--- src/rtl/iomem_pkg.sv ---
// Shared types for the I/O hub: region select, I/O register offsets, status/control bit positions.
package iomem_pkg;

  typedef enum logic [1:0] {
    REG_RAM  = 2'd0,
    REG_VRAM = 2'd1,
    REG_IO   = 2'd2,
    REG_NONE = 2'd3
  } region_e;

  localparam logic [1:0] IO_KBD_DATA = 2'd0;
  localparam logic [1:0] IO_KBD_STAT = 2'd1;
  localparam logic [1:0] IO_KBD_CTRL = 2'd2;
  localparam logic [1:0] IO_TICK     = 2'd3;

  localparam int STAT_EMPTY = 0;
  localparam int STAT_FULL  = 1;
  localparam int STAT_OVF   = 2;
  localparam int STAT_FAULT = 3;

  localparam int CTRL_FLUSH     = 0;
  localparam int CTRL_CLR_OVF   = 1;
  localparam int CTRL_CLR_FAULT = 2;

  // Word offset relative to a region base is a hit when below the region size.
  function automatic logic in_region(input logic [29:0] off, input logic [30:0] size);
    return ({1'b0, off} < size);
  endfunction

endpackage

--- src/rtl/iomem_hub_if.sv ---
// Core data-port bus between the CPU (master) and the I/O hub (slave).
interface iomem_hub_if;
  logic        write_enable;
  logic        read_enable;
  logic [31:0] address;
  logic [31:0] data_input;
  logic [31:0] data_output;
  logic        data_valid;

  modport master (
    output write_enable, read_enable, address, data_input,
    input  data_output, data_valid
  );

  modport slave (
    input  write_enable, read_enable, address, data_input,
    output data_output, data_valid
  );
endinterface

--- src/rtl/iomem_hub_kbd_fifo.sv ---
// Keyboard scan-byte FIFO with sticky overflow flag; flush has priority over push and pop.
// With IOMEM_KBD_IRQ_EN defined, also provides a registered interrupt (non-empty or overflow).
module kbd_fifo #(
  parameter int DEPTH = 8,
  parameter int WIDTH = 8
) (
`ifdef IOMEM_KBD_IRQ_EN
  output logic                   irq,
`endif
  input  logic                   clk,
  input  logic                   rst,
  input  logic                   push,
  input  logic                   pop,
  input  logic                   flush,
  input  logic                   clr_ovf,
  input  logic [WIDTH-1:0]       din,
  output logic [WIDTH-1:0]       dout,
  output logic [$clog2(DEPTH):0] count,
  output logic                   full,
  output logic                   empty,
  output logic                   overflow
);

  localparam int PW = $clog2(DEPTH);
  localparam logic [PW:0] FULL_CNT = (PW+1)'(DEPTH);

  logic [WIDTH-1:0] mem_q [DEPTH];
  logic [PW-1:0]    wr_q, wr_d, rd_q, rd_d;
  logic [PW:0]      cnt_q, cnt_d;
  logic             ovf_q, ovf_d;
  logic             do_push_s, do_pop_s;

  assign empty    = (cnt_q == '0);
  assign full     = (cnt_q == FULL_CNT);
  assign count    = cnt_q;
  assign overflow = ovf_q;
  assign dout     = mem_q[rd_q];

  // Next-state: a full FIFO still accepts a push when a pop frees a slot in the same cycle.
  always_comb begin
    do_pop_s  = pop & ~empty & ~flush;
    do_push_s = push & ~flush & (~full | do_pop_s);
    ovf_d     = (ovf_q & ~clr_ovf) | (push & ~flush & full & ~do_pop_s);
    wr_d      = wr_q;
    rd_d      = rd_q;
    cnt_d     = cnt_q;
    if (flush) begin
      wr_d  = '0;
      rd_d  = '0;
      cnt_d = '0;
    end else begin
      wr_d  = do_push_s ? wr_q + PW'(1) : wr_q;
      rd_d  = do_pop_s ? rd_q + PW'(1) : rd_q;
      cnt_d = cnt_q + (PW+1)'(do_push_s) - (PW+1)'(do_pop_s);
    end
  end

  // Pointer, count and overflow registers.
  always_ff @(posedge clk or negedge rst) begin
    if (!rst) begin
      wr_q  <= '0;
      rd_q  <= '0;
      cnt_q <= '0;
      ovf_q <= 1'b0;
    end else begin
      wr_q  <= wr_d;
      rd_q  <= rd_d;
      cnt_q <= cnt_d;
      ovf_q <= ovf_d;
    end
  end

  // Storage array; contents are don't-care until written.
  always_ff @(posedge clk) begin
    if (do_push_s) mem_q[wr_q] <= din;
  end

`ifdef IOMEM_KBD_IRQ_EN
  // Interrupt follows next state so it drops the cycle after the emptying pop.
  always_ff @(posedge clk or negedge rst) begin
    if (!rst) irq <= 1'b0;
    else      irq <= (cnt_d != '0) | ovf_d;
  end
`endif

endmodule

--- src/rtl/iomem_hub.sv ---
// Memory-mapped I/O hub: decodes RAM/VRAM/IO regions, registers read select, owns tick/status/control.
// Optional keyboard interrupt output enabled by defining IOMEM_KBD_IRQ_EN.
module iomem_hub
  import iomem_pkg::*;
#(
  parameter logic [31:0] RAM_BASE   = 32'h0000_0000,
  parameter int          RAM_AW     = 12,
  parameter logic [31:0] VRAM_BASE  = 32'h0001_0000,
  parameter int          VRAM_WORDS = 10,
  parameter logic [31:0] IO_BASE    = 32'h0002_0000,
  parameter int          KBD_DEPTH  = 8,
  localparam int         VAW        = (VRAM_WORDS > 1) ? $clog2(VRAM_WORDS) : 1
) (
`ifdef IOMEM_KBD_IRQ_EN
  output logic              kbd_irq,
`endif
  input  logic              clk,
  input  logic              rst,
  iomem_hub_if.slave        bus,
  input  logic              kbd_valid,
  input  logic [7:0]        kbd_byte,
  output logic              ram_we,
  output logic              vram_we,
  output logic [RAM_AW-1:0] ram_address,
  output logic [VAW-1:0]    vram_address,
  output logic [31:0]       ram_wdata,
  output logic [31:0]       vram_wdata,
  input  logic [31:0]       ram_rdata,
  input  logic [31:0]       vram_rdata
);

  localparam int KPW = $clog2(KBD_DEPTH);

  logic [29:0] word_s, ram_off_s, vram_off_s, io_off_s;
  logic [1:0]  io_reg_s;
  region_e     region_s, sel_q, sel_d;
  logic        rd_acc_s, wr_acc_s, io_wr_s, io_rd_s;
  logic        pop_s, flush_s, clr_ovf_s, clr_fault_s, tick_ld_s;
  logic        valid_q, valid_d, fault_q, fault_d;
  logic [31:0] tick_q, tick_d, tick_next_s, io_q, io_d;
  logic [7:0]  kbd_dout_s, cnt8_s;
  logic [KPW:0] kbd_cnt_s;
  logic        kbd_full_s, kbd_empty_s, kbd_ovf_s;
  logic        unused_s;

  assign word_s     = bus.address[31:2];
  assign ram_off_s  = word_s - RAM_BASE[31:2];
  assign vram_off_s = word_s - VRAM_BASE[31:2];
  assign io_off_s   = word_s - IO_BASE[31:2];
  assign io_reg_s   = io_off_s[1:0];
  assign unused_s   = &{1'b0, bus.address[1:0]};

  // Region decode; addresses below a base wrap to huge offsets and miss.
  always_comb begin
    region_s = REG_NONE;
    if (in_region(ram_off_s, 31'(2**RAM_AW)))        region_s = REG_RAM;
    else if (in_region(vram_off_s, 31'(VRAM_WORDS))) region_s = REG_VRAM;
    else if (in_region(io_off_s, 31'd4))             region_s = REG_IO;
    else                                             region_s = REG_NONE;
  end

  // A simultaneous write wins; the read is dropped.
  assign wr_acc_s    = bus.write_enable;
  assign rd_acc_s    = bus.read_enable & ~bus.write_enable;
  assign io_wr_s     = wr_acc_s & (region_s == REG_IO);
  assign io_rd_s     = rd_acc_s & (region_s == REG_IO);
  assign flush_s     = io_wr_s & (io_reg_s == IO_KBD_CTRL) & bus.data_input[CTRL_FLUSH];
  assign clr_ovf_s   = io_wr_s & (io_reg_s == IO_KBD_CTRL) & bus.data_input[CTRL_CLR_OVF];
  assign clr_fault_s = io_wr_s & (io_reg_s == IO_KBD_CTRL) & bus.data_input[CTRL_CLR_FAULT];
  assign tick_ld_s   = io_wr_s & (io_reg_s == IO_TICK);
  assign pop_s       = io_rd_s & (io_reg_s == IO_KBD_DATA);

  // Strobes are held off while reset is asserted so an interrupted write never lands.
  assign ram_we       = rst & wr_acc_s & (region_s == REG_RAM);
  assign vram_we      = rst & wr_acc_s & (region_s == REG_VRAM);
  assign ram_address  = ram_off_s[RAM_AW-1:0];
  assign vram_address = vram_off_s[VAW-1:0];
  assign ram_wdata    = bus.data_input;
  assign vram_wdata   = bus.data_input;

  assign cnt8_s      = 8'(kbd_cnt_s);
  assign tick_next_s = tick_q + 32'd1;

  kbd_fifo #(.DEPTH(KBD_DEPTH), .WIDTH(8)) u_kbd_fifo (
`ifdef IOMEM_KBD_IRQ_EN
    .irq      (kbd_irq),
`endif
    .clk      (clk),
    .rst      (rst),
    .push     (kbd_valid),
    .pop      (pop_s),
    .flush    (flush_s),
    .clr_ovf  (clr_ovf_s),
    .din      (kbd_byte),
    .dout     (kbd_dout_s),
    .count    (kbd_cnt_s),
    .full     (kbd_full_s),
    .empty    (kbd_empty_s),
    .overflow (kbd_ovf_s)
  );

  // Next-state for read pipeline, tick and fault; TICK reads report the value held in the data cycle.
  always_comb begin
    valid_d = 1'b0;
    sel_d   = REG_NONE;
    io_d    = 32'd0;
    tick_d  = tick_ld_s ? bus.data_input : tick_next_s;
    fault_d = (fault_q & ~clr_fault_s) | ((rd_acc_s | wr_acc_s) & (region_s == REG_NONE));
    if (rd_acc_s) begin
      valid_d = 1'b1;
      sel_d   = region_s;
      case (io_reg_s)
        IO_KBD_DATA: io_d = kbd_empty_s ? 32'd0 : {24'd0, kbd_dout_s};
        IO_KBD_STAT: begin
          io_d[15:8]       = cnt8_s;
          io_d[STAT_FAULT] = fault_q;
          io_d[STAT_OVF]   = kbd_ovf_s;
          io_d[STAT_FULL]  = kbd_full_s;
          io_d[STAT_EMPTY] = kbd_empty_s;
        end
        IO_TICK:     io_d = tick_next_s;
        default:     io_d = 32'd0;
      endcase
    end else begin
      valid_d = 1'b0;
      sel_d   = REG_NONE;
    end
  end

  // Hub state registers.
  always_ff @(posedge clk or negedge rst) begin
    if (!rst) begin
      valid_q <= 1'b0;
      sel_q   <= REG_NONE;
      io_q    <= 32'd0;
      tick_q  <= 32'd0;
      fault_q <= 1'b0;
    end else begin
      valid_q <= valid_d;
      sel_q   <= sel_d;
      io_q    <= io_d;
      tick_q  <= tick_d;
      fault_q <= fault_d;
    end
  end

  // Read data mux in the data_valid cycle; memories supply their synchronous read data directly.
  always_comb begin
    bus.data_output = 32'd0;
    if (valid_q) begin
      case (sel_q)
        REG_RAM:  bus.data_output = ram_rdata;
        REG_VRAM: bus.data_output = vram_rdata;
        REG_IO:   bus.data_output = io_q;
        default:  bus.data_output = 32'd0;
      endcase
    end else begin
      bus.data_output = 32'd0;
    end
  end

  assign bus.data_valid = valid_q;

endmodule

--- src/flat_wrapper.sv ---
// flat-port wrapper written by rule: the top's interface ports become plain ports
module iomem_hub_flat import iomem_pkg::*;
#(
  parameter logic [31:0] RAM_BASE   = 32'h0000_0000,
  parameter int          RAM_AW     = 12,
  parameter logic [31:0] VRAM_BASE  = 32'h0001_0000,
  parameter int          VRAM_WORDS = 10,
  parameter logic [31:0] IO_BASE    = 32'h0002_0000,
  parameter int          KBD_DEPTH  = 8,
  localparam int         VAW        = (VRAM_WORDS > 1) ? $clog2(VRAM_WORDS) : 1
)
  (clk, rst, kbd_valid, kbd_byte, ram_we, vram_we, ram_address, vram_address, ram_wdata, vram_wdata, ram_rdata, vram_rdata, bus_write_enable, bus_read_enable, bus_address, bus_data_input, bus_data_output, bus_data_valid);
  iomem_hub_if bus_i ();
  input  logic clk;
  input  logic rst;
  input  logic kbd_valid;
  input  logic [7:0] kbd_byte;
  output logic ram_we;
  output logic vram_we;
  output logic [RAM_AW-1:0] ram_address;
  output logic [VAW-1:0] vram_address;
  output logic [31:0] ram_wdata;
  output logic [31:0] vram_wdata;
  input  logic [31:0] ram_rdata;
  input  logic [31:0] vram_rdata;
  input wire logic [$bits(bus_i.write_enable)-1:0] bus_write_enable;
  input wire logic [$bits(bus_i.read_enable)-1:0] bus_read_enable;
  input wire logic [$bits(bus_i.address)-1:0] bus_address;
  input wire logic [$bits(bus_i.data_input)-1:0] bus_data_input;
  output wire logic [$bits(bus_i.data_output)-1:0] bus_data_output;
  output wire logic [$bits(bus_i.data_valid)-1:0] bus_data_valid;
  assign bus_i.write_enable = bus_write_enable;
  assign bus_i.read_enable = bus_read_enable;
  assign bus_i.address = bus_address;
  assign bus_i.data_input = bus_data_input;
  assign bus_data_output = bus_i.data_output;
  assign bus_data_valid = bus_i.data_valid;
  iomem_hub #(.RAM_BASE(RAM_BASE), .RAM_AW(RAM_AW), .VRAM_BASE(VRAM_BASE), .VRAM_WORDS(VRAM_WORDS), .IO_BASE(IO_BASE), .KBD_DEPTH(KBD_DEPTH)) u_core (.clk(clk), .rst(rst), .bus(bus_i), .kbd_valid(kbd_valid), .kbd_byte(kbd_byte), .ram_we(ram_we), .vram_we(vram_we), .ram_address(ram_address), .vram_address(vram_address), .ram_wdata(ram_wdata), .vram_wdata(vram_wdata), .ram_rdata(ram_rdata), .vram_rdata(vram_rdata));
endmodule
--- config.mk ---
export PLATFORM = sky130hd
export DESIGN_NAME = iomem_hub_flat
export DESIGN_NICKNAME = d
export VERILOG_FILES = /design/src/rtl/iomem_pkg.sv /design/src/rtl/iomem_hub_if.sv /design/src/rtl/iomem_hub_kbd_fifo.sv /design/src/rtl/iomem_hub.sv /design/src/flat_wrapper.sv
export SDC_FILE = /design/constraint.sdc
export NUM_CORES = 1
export LEC_CHECK = 0
export ABC_CLOCK_PERIOD_IN_PS = 2200
export BUFFER_PORTS_ARGS = -buffer_cell sky130_fd_sc_hd__buf_2
export CORE_MARGIN = 4
export CORE_UTILIZATION = 47
export CTS_CLUSTER_DIAMETER = 100
export DETAILED_ROUTE_END_ITERATION = 6
export GPL_ROUTABILITY_DRIVEN = 0
export GPL_TIMING_DRIVEN = 1
export PLACE_DENSITY = 0.77
export SLEW_MARGIN = 15
export SYNTH_ARGS = -nofsm -noshare
export SYNTH_HDL_FRONTEND = slang
export SYNTH_HIERARCHICAL = 1
export SYNTH_SLANG_ARGS = --single-unit
--- constraint.sdc ---
create_clock -name clk -period 2.2 [get_ports clk]
set_input_delay 0.33 -clock clk [delete_from_list [all_inputs] [get_ports clk]]
set_output_delay 0.33 -clock clk [all_outputs]
set_load 0.05 [all_outputs]
==> results by group <==
Clock network
  – Clock insertion delay at the later pin of the skew report: 420 ps
  – CTS tree: built
  – Clock root buffer: clkbuf_16
  – CTS Buffer Depth: 2
  – Num Clock Sinks: 143
  – Total CTS buffers: 17
  – Clock-pin transition on the worst setup and hold timing paths: 60 ps
  – CTS HTree Levels: 4

STA
  – Final setup fails: 136
  – Fmax: 320.0 MHz
  – Final clock skew: 12.80 ps
  – Tcrit/Tclk final: 142.1%
  – RSZ-0062 raised after global routing: true
  – Hold slack: 167.9 ps
  – Final hold viol count: 0
  – Relative slew slack: 60.58%
  – Minimum clock period: 3125 ps
  – Worst-Margin Slew: 591.3 ps
  – Max Slew Vio Count: 0
  – Setup WS post-layout: -925.2 ps

Place
  – DP HPWL: 15,480 um
  – I/O Buffers: 253
  – Pre-CTS WS: -1369 ps

Synth
  – Yosys cell types: 62
  – Seq cells post-synth: 143
  – Post-synth top area share: 23.31%
  – Top cell type by total area after synthesis: dfrtp_1
  – Synth top area cells: dfrtp_1 (23%), edfxtp_1 (23%), buf_4 (7.4%)
  – Cell Area, Synth: 8268 um^2
  – Number of synthesized flops with an enable pin: 64
  – Sequential share of the synthesized area: 47.19%
  – Ys flop type: dfrtp_1
  – Post-synthesis cell count: 746
  – YS warnings: 6
  – Syn Nets: 903
  – Post-synth ARST share: 55.24%
  – Synth Area per Inst: 11.08 um^2

Setup path
  – Critical Path AT: 3430 ps
  – CP Capture Type: register
  – Worst Setup Start Kind: input pin
  – Worst EP required: 2500 ps
  – Critical Setup Path Class: input pin to register
  – Crit path max fanout: 3

GRT
  – Overall Global Routing Usage: 22.21%
  – First-pass GRT wire length: 34,550 um
  – Vias in the first global route: 6,743
  – Maximum number of pins on one net before global-route repair: 38
  – Initial antenna violation count: 1
  – Grt ovf: 0

Floorplan
  – Initial core utilization: 47.80%
  – I/O pin cnt: 256
  – Cell Rows: 48
  – Die H: 140.6 um
  – Die ar.: 19,780 um^2
  – Core ar.: 17,300 um^2
  – Die Wd: 140.6 um

Finish
  – Ant diodes: 0
  – Filler cell count: 1,216
  – Share of cells above drive strength 1: 48.23%
  – Final nets: 1,187
  – P&R area growth vs syn: 39.98%

Power and ir drop
  – Power Dens Cells: 675.2 nW/um^2
  – Leakage: 5.226 nW
  – VDD IR max: 0.7009 mV
  – Total power: 0.007814 W

Route
  – ANT nets after route: 0
  – Met3 wire length: 1572 um
  – WL per Instance: 18.14 um
  – Vias per cell: 5.240
  – Uppermost routed layer: met5
  – Vias: 6,644
  – Wl on met1: 8577 um
  – Routed wire length: 23,010 um
  – Met2 routed WL: 12,210 um
  – DRT Pass-1 Iters: 5
  – Drt drc: 0
  – Detailed Route Iter0 Violations: 336

Run status
  – Status: finished, violations left
  – Failing checks: negative setup slack

Hold path
  – Worst min-delay path class: input pin to register

Job
  – Max-cap check violation count: 0
## Yosys cell counts (8+ instances only)
library cell / count
nand2_1: 51
dfrtp_1: 77
and3_1: 11
o21ai_0: 47
nor4_1: 13
clkbuf_1: 25
xnor2_1: 21
nor3_1: 10
mux2_4: 8
mux4_1: 8
mux2i_1: 58
xor2_1: 14
ha_1: 15
nor2b_1: 9
nor2_1: 43
or4_1: 8
inv_1: 41
nand3_1: 11
mux4_2: 8
buf_4: 82
edfxtp_1: 64
and2_1: 35
## worst max-delay path, cell delays in order
cell and delay, ps:
buf_6 90, or4_4 540, buf_4 160, nor4_4 220, xor2_1 130, nor3_2 210, and3_1 240, inv_2 60
or4_4 560, ha_4 230, a21o_1 170, a21oi_2 160, mux2_4 310
## repair_timing
| action | in CTS | in global routing |
|---|---|---|
| pin swaps | 16 | 17 |
| cloned | 4 | 2 |
| hold buffers | 1 | 0 |
| setup buffers | 23 | 17 |
| setup endpoints to repair | 127 | 142 |
| resized for setup | 145 | 64 |
| hold endpoints to repair | 16 | 0 |
## kinds of logic (layout without fill, tap and decap cells)
kind of cell	after synthesis	in the layout	synth area share (%)
buffers and inverters	155	451	11.18
adder cells (fa/ha/maj)	16	16	2.512
multiplexers	92	92	14.56
XOR/XNOR	35	35	3.708
flip-flops	143	143	47.19
AND/OR/NAND/NOR	228	229	15.06
AO/OA/AOI/OAI	77	77	5.796
## metal layers
layer | track usage [%] | up-vias
li1 | - | 3135
met4 | 9.179 | 2
met1 | 25.54 | 3201
met3 | 5.801 | 46
met2 | 39.31 | 260
met5 | 0 | -
## placed cells by master (no fill, tap or decap), types with 8 or more instances in the layout
cell type / n
mux4_2: 9
xor2_1: 14
and2_1: 33
nand3_1: 11
edfxtp_1: 64
nor2_1: 35
buf_4: 82
o21ai_1: 36
inv_1: 38
clkbuf_16: 19
ha_1: 12
and3_1: 10
o21ai_0: 8
nand2_1: 51
mux2i_1: 50
dfrtp_1: 77
xnor2_1: 20
buf_6: 56
mux2_4: 18
buf_12: 18
nor4_1: 9
buf_2: 214
## power breakdown
part / internal (W) / switching [W]
combinational: 0.000868 / 0.00111
clock: 0.00146 / 0.00115
sequential: 0.00308 / 0.000148
total: 0.00541 / 0.00241
## state kept, by name, indices dropped and copies added (netlist names)
name                        count
u_core/fault_q                  1
u_core/sel_q                    2
u_core/tick_q                  32
u_core/u_kbd_fifo/overflow      1
u_core/u_kbd_fifo/rd_q          3
u_core/bus.data_valid           1
u_core/u_kbd_fifo/wr_q          3
u_core/u_kbd_fifo/mem_q        64
u_core/io_q                    32
u_core/u_kbd_fifo/count         4
## stage by stage
stage / util, % / instances / setup TNS, ps / area (um^2)
after CTS: 64.93 / 1255 / -46760 / 11230
final: 66.91 / 1268 / -53470 / 11570
after global placement: 57.67 / 1197 / -98540 / 9975
after global routing: 66.91 / 1268 / -63330 / 11570
after floorplan: - / 746 / -71930 / 8446
after detailed placement: 57.67 / 1197 / -106780 / 9975
## final cells by class
type / instances / area [um^2] / share of cell area [%]
clock buffers: 18 / 429.2 / 3.708
clock inverters: 14 / 107.6 / 0.9297
inverters: 41 / 158.9 / 1.373
multi-input cells: 449 / 3857 / 33.33
flip-flops and latches: 143 / 3901 / 33.71
well taps: 225 / 281.5 / 2.432
repair buffers: 378 / 2838 / 24.52
## final timing paths
path	cells past startpoint	end	startpoint	slack (ps)
min in group asynchronous	2	u_core/io_q[18]	rst	340
worst max-delay path	13	u_core/u_kbd_fifo/count[3]	bus_address[29]	-930
worst min-delay path	3	u_core/tick_q[24]	bus_data_input[24]	170
max in group asynchronous	3	u_core/sel_q[1]	rst	1090
worst max register to register	9	u_core/u_kbd_fifo/count[3]	u_core/u_kbd_fifo/count[2]	-130
worst min register to register	2	u_core/fault_q	u_core/fault_q	540
Power figures use the tool's default switching activity.
